**src/rtl/br_pkg.sv**
```systemverilog
// Shared definitions for the branch resolve unit.
//   br_op encodings : BR_NONE, BR_BEQ, BR_BNE, BR_J
//   state_t         : S_IDLE, S_REDIRECT, S_FLUSH (explicit legacy encodings)
package br_pkg;

  localparam logic [1:0] BR_NONE = 2'b00;
  localparam logic [1:0] BR_BEQ  = 2'b01;
  localparam logic [1:0] BR_BNE  = 2'b10;
  localparam logic [1:0] BR_J    = 2'b11;

  typedef enum logic [1:0] {
    S_IDLE     = 2'd0,
    S_REDIRECT = 2'd1,
    S_FLUSH    = 2'd2
  } state_t;

endpackage

```
**src/rtl/branch_resolve_unit_zero_flag.sv**
```systemverilog
// Zero detect on the ALU subtraction result (rs - rt).
//   operand [DATA_W-1:0] in  : ALU result
//   zero                 out : 1 when operand is all zeros
module zero_flag #(
  parameter int DATA_W = 32
) (
  input  logic [DATA_W-1:0] operand,
  output logic              zero
);

  assign zero = ~|operand;

endmodule

```
**src/rtl/branch_resolve_unit.sv**
```systemverilog
// Branch resolution at the EX/MEM boundary: decides taken/not-taken from the
// ALU zero flag, issues a redirect PC over valid/ready, then holds flush for
// FLUSH_CYCLES cycles after the redirect handshake.
//   clk, rst (sync, active-high)
//   in_valid/in_ready      : branch op handshake (br_op, alu_result, target)
//   redir_valid/redir_ready: redirect handshake carrying redir_pc
//   flush                  : squash younger IF/ID instructions
//   taken_cnt              : saturating count of taken branches
module branch_resolve_unit
  import br_pkg::*;
#(
  parameter int DATA_W       = 32,
  parameter int PC_W         = 32,
  parameter int FLUSH_CYCLES = 2,
  parameter int CNT_W        = 16
) (
  input  logic              clk,
  input  logic              rst,
  input  logic              in_valid,
  output logic              in_ready,
  input  logic [1:0]        br_op,
  input  logic [DATA_W-1:0] alu_result,
  input  logic [PC_W-1:0]   target,
  output logic              redir_valid,
  input  logic              redir_ready,
  output logic [PC_W-1:0]   redir_pc,
  output logic              flush,
  output logic [CNT_W-1:0]  taken_cnt
);

  // Counter must still have at least one bit when FLUSH_CYCLES is 0.
  localparam int FC_W = (FLUSH_CYCLES > 0) ? $clog2(FLUSH_CYCLES + 1) : 1;

  state_t          state;
  logic [FC_W-1:0] fcnt;
  logic            zero;
  logic            taken;
  logic            accept;

  zero_flag #(.DATA_W(DATA_W)) u_zero_flag (
    .operand (alu_result),
    .zero    (zero)
  );

  always_comb begin
    taken = 1'b0;
    case (br_op)
      BR_BEQ:  taken = zero;
      BR_BNE:  taken = ~zero;
      BR_J:    taken = 1'b1;
      default: taken = 1'b0;
    endcase
  end

  always_comb begin
    in_ready    = (state == S_IDLE);
    redir_valid = (state == S_REDIRECT);
    flush       = (state == S_REDIRECT) || (state == S_FLUSH);
  end

  assign accept = in_valid & in_ready;

  always_ff @(posedge clk) begin
    if (rst) begin
      state     <= S_IDLE;
      fcnt      <= '0;
      redir_pc  <= '0;
      taken_cnt <= '0;
    end else begin
      case (state)
        S_IDLE: begin
          if (accept && taken) begin
            redir_pc <= target;
            if (taken_cnt != '1) taken_cnt <= taken_cnt + 1'b1;
            state <= S_REDIRECT;
          end
        end
        S_REDIRECT: begin
          if (redir_ready) begin
            fcnt  <= FC_W'(FLUSH_CYCLES);
            state <= (FLUSH_CYCLES > 0) ? S_FLUSH : S_IDLE;
          end
        end
        S_FLUSH: begin
          fcnt <= fcnt - 1'b1;
          if (fcnt == FC_W'(1)) state <= S_IDLE;
        end
        default: state <= S_IDLE;
      endcase
    end
  end

endmodule

```
**config.mk**
```make
export PLATFORM = sky130hd
export DESIGN_NAME = branch_resolve_unit
export DESIGN_NICKNAME = d
export VERILOG_FILES = /design/src/rtl/br_pkg.sv /design/src/rtl/branch_resolve_unit_zero_flag.sv /design/src/rtl/branch_resolve_unit.sv
export SDC_FILE = /design/constraint.sdc
export NUM_CORES = 1
export LEC_CHECK = 0
export BUFFER_PORTS_ARGS = -buffer_cell sky130_fd_sc_hd__buf_2
export CAP_MARGIN = 20
export CELL_PAD_IN_SITES_DETAIL_PLACEMENT = 2
export CELL_PAD_IN_SITES_GLOBAL_PLACEMENT = 2
export CORE_MARGIN = 3
export CORE_UTILIZATION = 26
export DETAILED_ROUTE_END_ITERATION = 6
export PLACE_DENSITY = 0.89
export SYNTH_ARGS = -nofsm -noshare
export SYNTH_HDL_FRONTEND = slang
export SYNTH_SLANG_ARGS = --single-unit
export TNS_END_PERCENT = 1
```
**constraint.sdc**
```tcl
create_clock -name clk -period 2.2 [get_ports clk]
set_input_delay 0.33 -clock clk [delete_from_list [all_inputs] [get_ports clk]]
set_output_delay 0.33 -clock clk [all_outputs]
set_load 0.02 [all_outputs]
```
==> flow_summary.toml, run 1 <==
[floorplanning]
io_pins = 121
rows = 34
die-area_sq_mm = 0.0105
die_width_um = 102
die_height_um = 102
initial_cell_density_of_the_core = 0.272
placeableCoreArea_sq_mm = 0.00885

[power]
power.share.clock = 0.257
pwr-share-seq = 0.418
internal-power_w = 0.00172
share_comb_of_total_power = 0.325
power_switching_share = 0.337
p_leak_nw = 1.53
worst_ir_drop_vdd_v = 0.000294
finalPower_w = 0.00260
p_sw_w = 0.000876
power_per_cell_area_mw_per_mm2 = 764

[clock_tree]
cts_max_path_buffers = 2
clock-sinks = 52
cts-buffers-inserted = 5
cts_max_level = 2
clockRootBuffer = "clkbuf_8"
insertion_delay_ps = 300
tritoncts = "yes"
cts.reportedPaths.clkPinSlew_ps = 100
hold_buffers = 0

[timing]
post-route-min-period_ps = 2040
timing.final.max_slew_violations = 0
worstMarginPinSlew_ps = 556
grt_setup_unrepaired = "false"
finalHoldViolCount = 0
layout_worst_path_cycle_share = 0.929
maxClockFrequency_mhz = 489
final.hold.worst_slack_ps = 256
slew-limit-headroom = 0.630
skew_ps = 7.72
timing.final.setup_violations = 0

[drt]
route.vias.total = 2371
remaining_antenna_violation_count = 0
vias_per_cell = 4.83
detail_route.iter0.violations = 49
wl_um = 8270
drc = 0
drt_pre_antenna_iters = 4
wl_per_cell_um = 16.8

[worst_setup_path]
cp.required_ps = 2370
critPathCaptureType = "flip-flop"
critical_path_cell_by_cell = "nand4_1, nor4_2, buf_4, a211oi_2, nor2_4, buf_4, mux2i_1, nor2_1"
crit_slowest_cell = "dfxtp_1"
startpoint_type = "flip-flop"
cell_mode_on_critical_path = "buf_4"
cp.arrival_ps = 2210
r2r-start = "taken_cnt[15]"
critical_path.max_stage_delay_ps = 440
timing_worst_setup_path_type = "flip-flop to flip-flop"
critical_path.startpoint = "taken_cnt[15]"
crit_fanout = 11

[placement]
dpl_cell_area_sq_mm = 0.00328
placed_cells_incl_taps = 483
hpwlAfterDp_um = 6640
routabilityCongestion = 0.777
buffer_ports.inserted = 120

[grt]
groute.usage.overall = 0.159
initial_antenna_violation_count = 0
grt_pass1_vias = 2650
grt_max_degree = 31
overflow = 0
global_route_wire_length_before_repair_um = 13100

[cells_and_area]
finish.net_count = 458
antennaDiodeCount = 0
synthToLayoutAreaGrowth_pct = 41.1
final_layout_fill_cell_count = 1024
layout-drive-gt1-share = 0.433
layout.cells.non_filler = 491
layout.cell_area.non_filler_sq_mm = 0.00340

[synth]
netlist.top_cell.by_area = "dfxtp_1"
synth_nets = 322
postSynthRegisterBits = 52
distinct_cells_synth = 38
synthTopCellsByArea = "dfxtp_1 43%, mux2i_1 15%, nor2_1 7.9%"
synth_area_per_cell_sq_um = 9.79
synth_top_flop_cell = "dfxtp_1"
yosys-top-cells-count = "52 x dfxtp_1, 51 x nor2_1, 35 x mux2i_1"
synth.cell_area_sq_mm = 0.00241
ys_async_sr_fraction = 0
post_synth_edffs = 0
synthesis.instances = 246
synth-seq-area-share = 0.432
area_share_of_the_largest_cell_type_after_synthesis = 0.432
leading_cell_type_by_number_of_instances_after_synthesis = "dfxtp_1"
yosys_warnings = 0

[worst_hold_path]
worst_hold_startpoint = "target[4]"
hold_path_class = "input pin to flip-flop"

[outcome]
status = "complete, no violations"

[job]
cap_viol_max_count = 0
## power by group through the flow
stage          logic [W]  clock network [W]  registers (W)
2_1_floorplan   0.000444                  0        0.00119
3_3_place_gp    0.000809                  0        0.00110
3_5_place_dp    0.000856                  0        0.00111
4_1_cts         0.000862           0.000694        0.00109
5_1_grt         0.000924           0.000734        0.00110
6_report        0.000845           0.000667        0.00109
## critical path, delay by kind of cell (launching register included)
family                 cells  cell delay (ps)
AOI/OAI and AO/OA          1               60
buffers and inverters      2              380
DFF                        1              440
muxes                      1              200
and+or+nand+nor            4              850
## area by class of cell
cell class                      instances  area [sq um]  share of cell area
Multi-Input combinational cell        178          1310               0.385
Sequential cell                        52          1040               0.306
Timing Repair Buffer                  139           781               0.230
Tap cell                              108           135              0.0397
Clock buffer                            5          68.8              0.0202
Clock inverter                          3          42.5              0.0125
Inverter                                6          22.5             0.00662
## logic make-up (layout without fill, tap and decap cells)
logic type	after synthesis	count (layout)	share of synthesized area
compound gates	25	25	0.0727
mux	38	38	0.159
xor+xnor	8	8	0.0291
buf+inv	16	153	0.0296
flops	52	52	0.432
simple gates	101	101	0.246
fa+ha+maj	6	6	0.0312
## metal layers
layer	track usage	routed length [um]	vias up
li1	-	-	1143
met1	0.171	3220	1167
met2	0.308	4600	57
met3	0.0403	383	4
met4	0.0343	63	0
met5	0	0	-
## through the flow
| step | utilization | TNS [ps] | setup WS [ps] |
|---|---|---|---|
| after floorplan | - | 0 | 195 |
| after global placement | 0.371 | 0 | 77.9 |
| after detailed placement | 0.371 | -100 | -40.6 |
| after CTS | 0.384 | 0 | 129 |
| after global routing | 0.384 | 0 | 12.8 |
| final | 0.384 | 0 | 155 |
## flip-flops by register name, indices dropped and copies added, names as in the netlist
register / cells
fcnt: 2
taken_cnt: 16
redir_pc: 32
state: 2
## layout by cell type, fill, tap and decap left out, types with 2 or more instances in the layout
cell type / netlist / layout
a21oi_1: 4 / 4
and3_1: 2 / 2
and4_1: 3 / 3
buf_12: 0 / 3
buf_2: 3 / 120
buf_4: 0 / 16
clkbuf_8: 0 / 5
dfxtp_1: 52 / 52
ha_1: 6 / 6
inv_1: 6 / 6
mux2_2: 3 / 3
mux2i_1: 35 / 35
nand2_1: 4 / 4
nand3_1: 10 / 10
nand4_1: 7 / 7
nor2_1: 51 / 51
nor2b_1: 3 / 3
nor3_1: 3 / 3
nor4_2: 6 / 6
nor4_4: 4 / 4
o2111ai_1: 2 / 2
o211ai_1: 3 / 3
o21ai_0: 7 / 7
o31ai_1: 2 / 2
or3_1: 2 / 2
or4_1: 2 / 2
xnor2_1: 2 / 2
xor2_1: 6 / 6
## path summary, 6_finish.rpt
kind             endpoint  slack (ps)  cells after the start
max          taken_cnt[1]         160                      8
min           redir_pc[4]         260                      3
max reg2reg  taken_cnt[1]         160                      8
min reg2reg       fcnt[1]         500                      2
## what timing repair did
item,in CTS,in global routing
setup endpoints to repair,1,0
gates resized for setup,1,0
setup buffers,0,0
No activity file was read; power rests on OpenSTA's default activity.
==> inputs of run 2 (changes only) <==
Settings changed: MAX_ROUTING_LAYER set to met4.
==> run 2 against run 1 <==
Net effect: sequential cell count is the same; die area is the same; maximum frequency is essentially flat; critical path type unchanged; critical path depth is the same; setup slack gained 1.1 ps; non-clock buffer count is the same; worst hold slack lost 1.1 ps; wire length shrank 0.12%; first-iteration DRC count shrank 2.0%.
==> flow_summary.toml, run 2 (same netlist as run 1, synthesis figures left out) <==
[job]
cap_viol_max_count = 0

[clock_tree]
cts-buffers-inserted = 5
clock-sinks = 52
cts.reportedPaths.clkPinSlew_ps = 100
cts_max_level = 2
cts-resized-gates = 1
insertion_delay_ps = 300
hold_buffers = 0
cts_max_path_buffers = 2
post_cts_buffers = 0
tritoncts = "yes"
clockRootBuffer = "clkbuf_8"

[power]
power_per_cell_area_mw_per_mm2 = 764
worst_ir_drop_vdd_v = 0.000293
pwr-share-seq = 0.418
p_leak_nw = 1.53
finalPower_w = 0.00260
power.share.clock = 0.256
power_switching_share = 0.337
internal-power_w = 0.00172
p_sw_w = 0.000876
share_comb_of_total_power = 0.325

[floorplanning]
rows = 34
initial_cell_density_of_the_core = 0.272
die_height_um = 102
placeableCoreArea_sq_mm = 0.00885
io_pins = 121
die_width_um = 102
die-area_sq_mm = 0.0105

[worst_setup_path]
critPathCaptureType = "flip-flop"
cp.required_ps = 2370
cp.arrival_ps = 2210
r2r_end = "taken_cnt[1]"
timing_worst_setup_path_type = "flip-flop to flip-flop"
worst-r2r-cell-count = 8
startpoint_type = "flip-flop"
crit_fanout = 11
worst-r2r-setup-slack_ps = 160
r2r-start = "taken_cnt[15]"

[timing]
maxClockFrequency_mhz = 489
timing.final.setup_violations = 0
timing.final.max_slew_violations = 0
slew-limit-headroom = 0.627
final.hold.worst_slack_ps = 255
grt_setup_unrepaired = "false"
post-route-min-period_ps = 2040
finalHoldViolCount = 0
worstMarginPinSlew_ps = 559
layout_worst_path_cycle_share = 0.929
skew_ps = 8.58

[drt]
remaining_antenna_violation_count = 0
detail_route.iter0.violations = 48
drc = 0
wl_um = 8260
vias_per_cell = 4.81
drt_pre_antenna_iters = 4
route.vias.total = 2361
wl_per_cell_um = 16.8

[grt]
groute.usage.overall = 0.163
initial_antenna_violation_count = 0
overflow = 0
grt_pass1_vias = 2652
grt_max_degree = 31
global_route_wire_length_before_repair_um = 13100

[cells_and_area]
utilization = 0.384
reg_top3 = "redir_pc x32, taken_cnt x16"
final_layout_fill_cell_count = 1024
finish.net_count = 458
layout_commonest_cell = "buf_2"
largest_register_ffs = 32
layout-drive-gt1-share = 0.433
layout.cell_area.non_filler_sq_mm = 0.00340
layout_common_cells = "120 x buf_2, 52 x dfxtp_1, 51 x nor2_1, 35 x mux2i_1, 16 x buf_4"
antennaDiodeCount = 0
combined_flip_flop_and_latch_cell_area_sq_mm = 0.00104
multi_input_gate_area_in_the_final_layout_sq_mm = 0.00131
registers.top_by_ff_count = "redir_pc"
synthToLayoutAreaGrowth_pct = 41.1

[outcome]
status = "complete, no violations"

[worst_hold_path]
hold_path_class = "input pin to flip-flop"
hold_depth = 3
worst_hold_startpoint = "target[4]"
hold_end = "redir_pc[4]"

[placement]
routabilityCongestion = 0.788
buffer_ports.inserted = 120
dpl_cell_area_sq_mm = 0.00328
hpwlAfterDp_um = 6640
-- run 2: cell counts in the layout (fill, tap and decap cells not counted) --
No cell type changed its count.
-- run 2: cell type report --
type,instances,area share
Clock buffer,5,0.0202
Clock inverter,3,0.0125
Inverter,6,0.00662
Multi-Input combinational cell,178,0.385
Sequential cell,52,0.306
Tap cell,108,0.0397
Timing Repair Buffer,139,0.230
-- run 2: power groups by stage --
stage | logic [W] | registers (W) | clock network, W
floorplan | 0.000444 | 0.00119 | 0
global placement | 0.000809 | 0.00110 | 0
detailed placement | 0.000856 | 0.00111 | 0
CTS | 0.000862 | 0.00109 | 0.000694
global route | 0.000924 | 0.00110 | 0.000734
finish | 0.000845 | 0.00109 | 0.000666
-- run 2: metrics by stage --
step	setup slack, ps	cells	TNS, ps
2_1_floorplan	195	246	0
3_3_place_gp	77.9	483	0
3_5_place_dp	-40.6	483	-100
4_1_cts	129	491	0
5_1_grt	12.8	491	0
6_report	156	491	0
-- run 2: worst max-delay path: stages (launching register included) --
cell and delay (ps):
dfxtp_1 440, nand4_1 200, nor4_2 330, buf_4 190, a211oi_2 60, nor2_4 260
buf_4 190, mux2i_1 200, nor2_1 60
-- run 2: worst max-delay path by stage --
stage                         from  slack [ps]  depth (start not counted)       endpoint
CTS                  taken_cnt[15]         130                          8   taken_cnt[1]
global placement    alu_result[17]          80                          7   taken_cnt[5]
global route         taken_cnt[15]          10                          8   taken_cnt[1]
floorplan             taken_cnt[0]         200                          8  taken_cnt[15]
finish               taken_cnt[15]         160                          8   taken_cnt[1]
detailed placement  alu_result[17]         -40                          8   redir_pc[27]
-- run 2: layer usage --
layer  vias to the layer above  track usage  part of all wire
li1                       1141            -                 -
met1                      1159        0.179              0.40
met2                        57        0.309              0.56
met3                         4       0.0273             0.031
met4                         0       0.0343            0.0076
met5                         -            -                 0
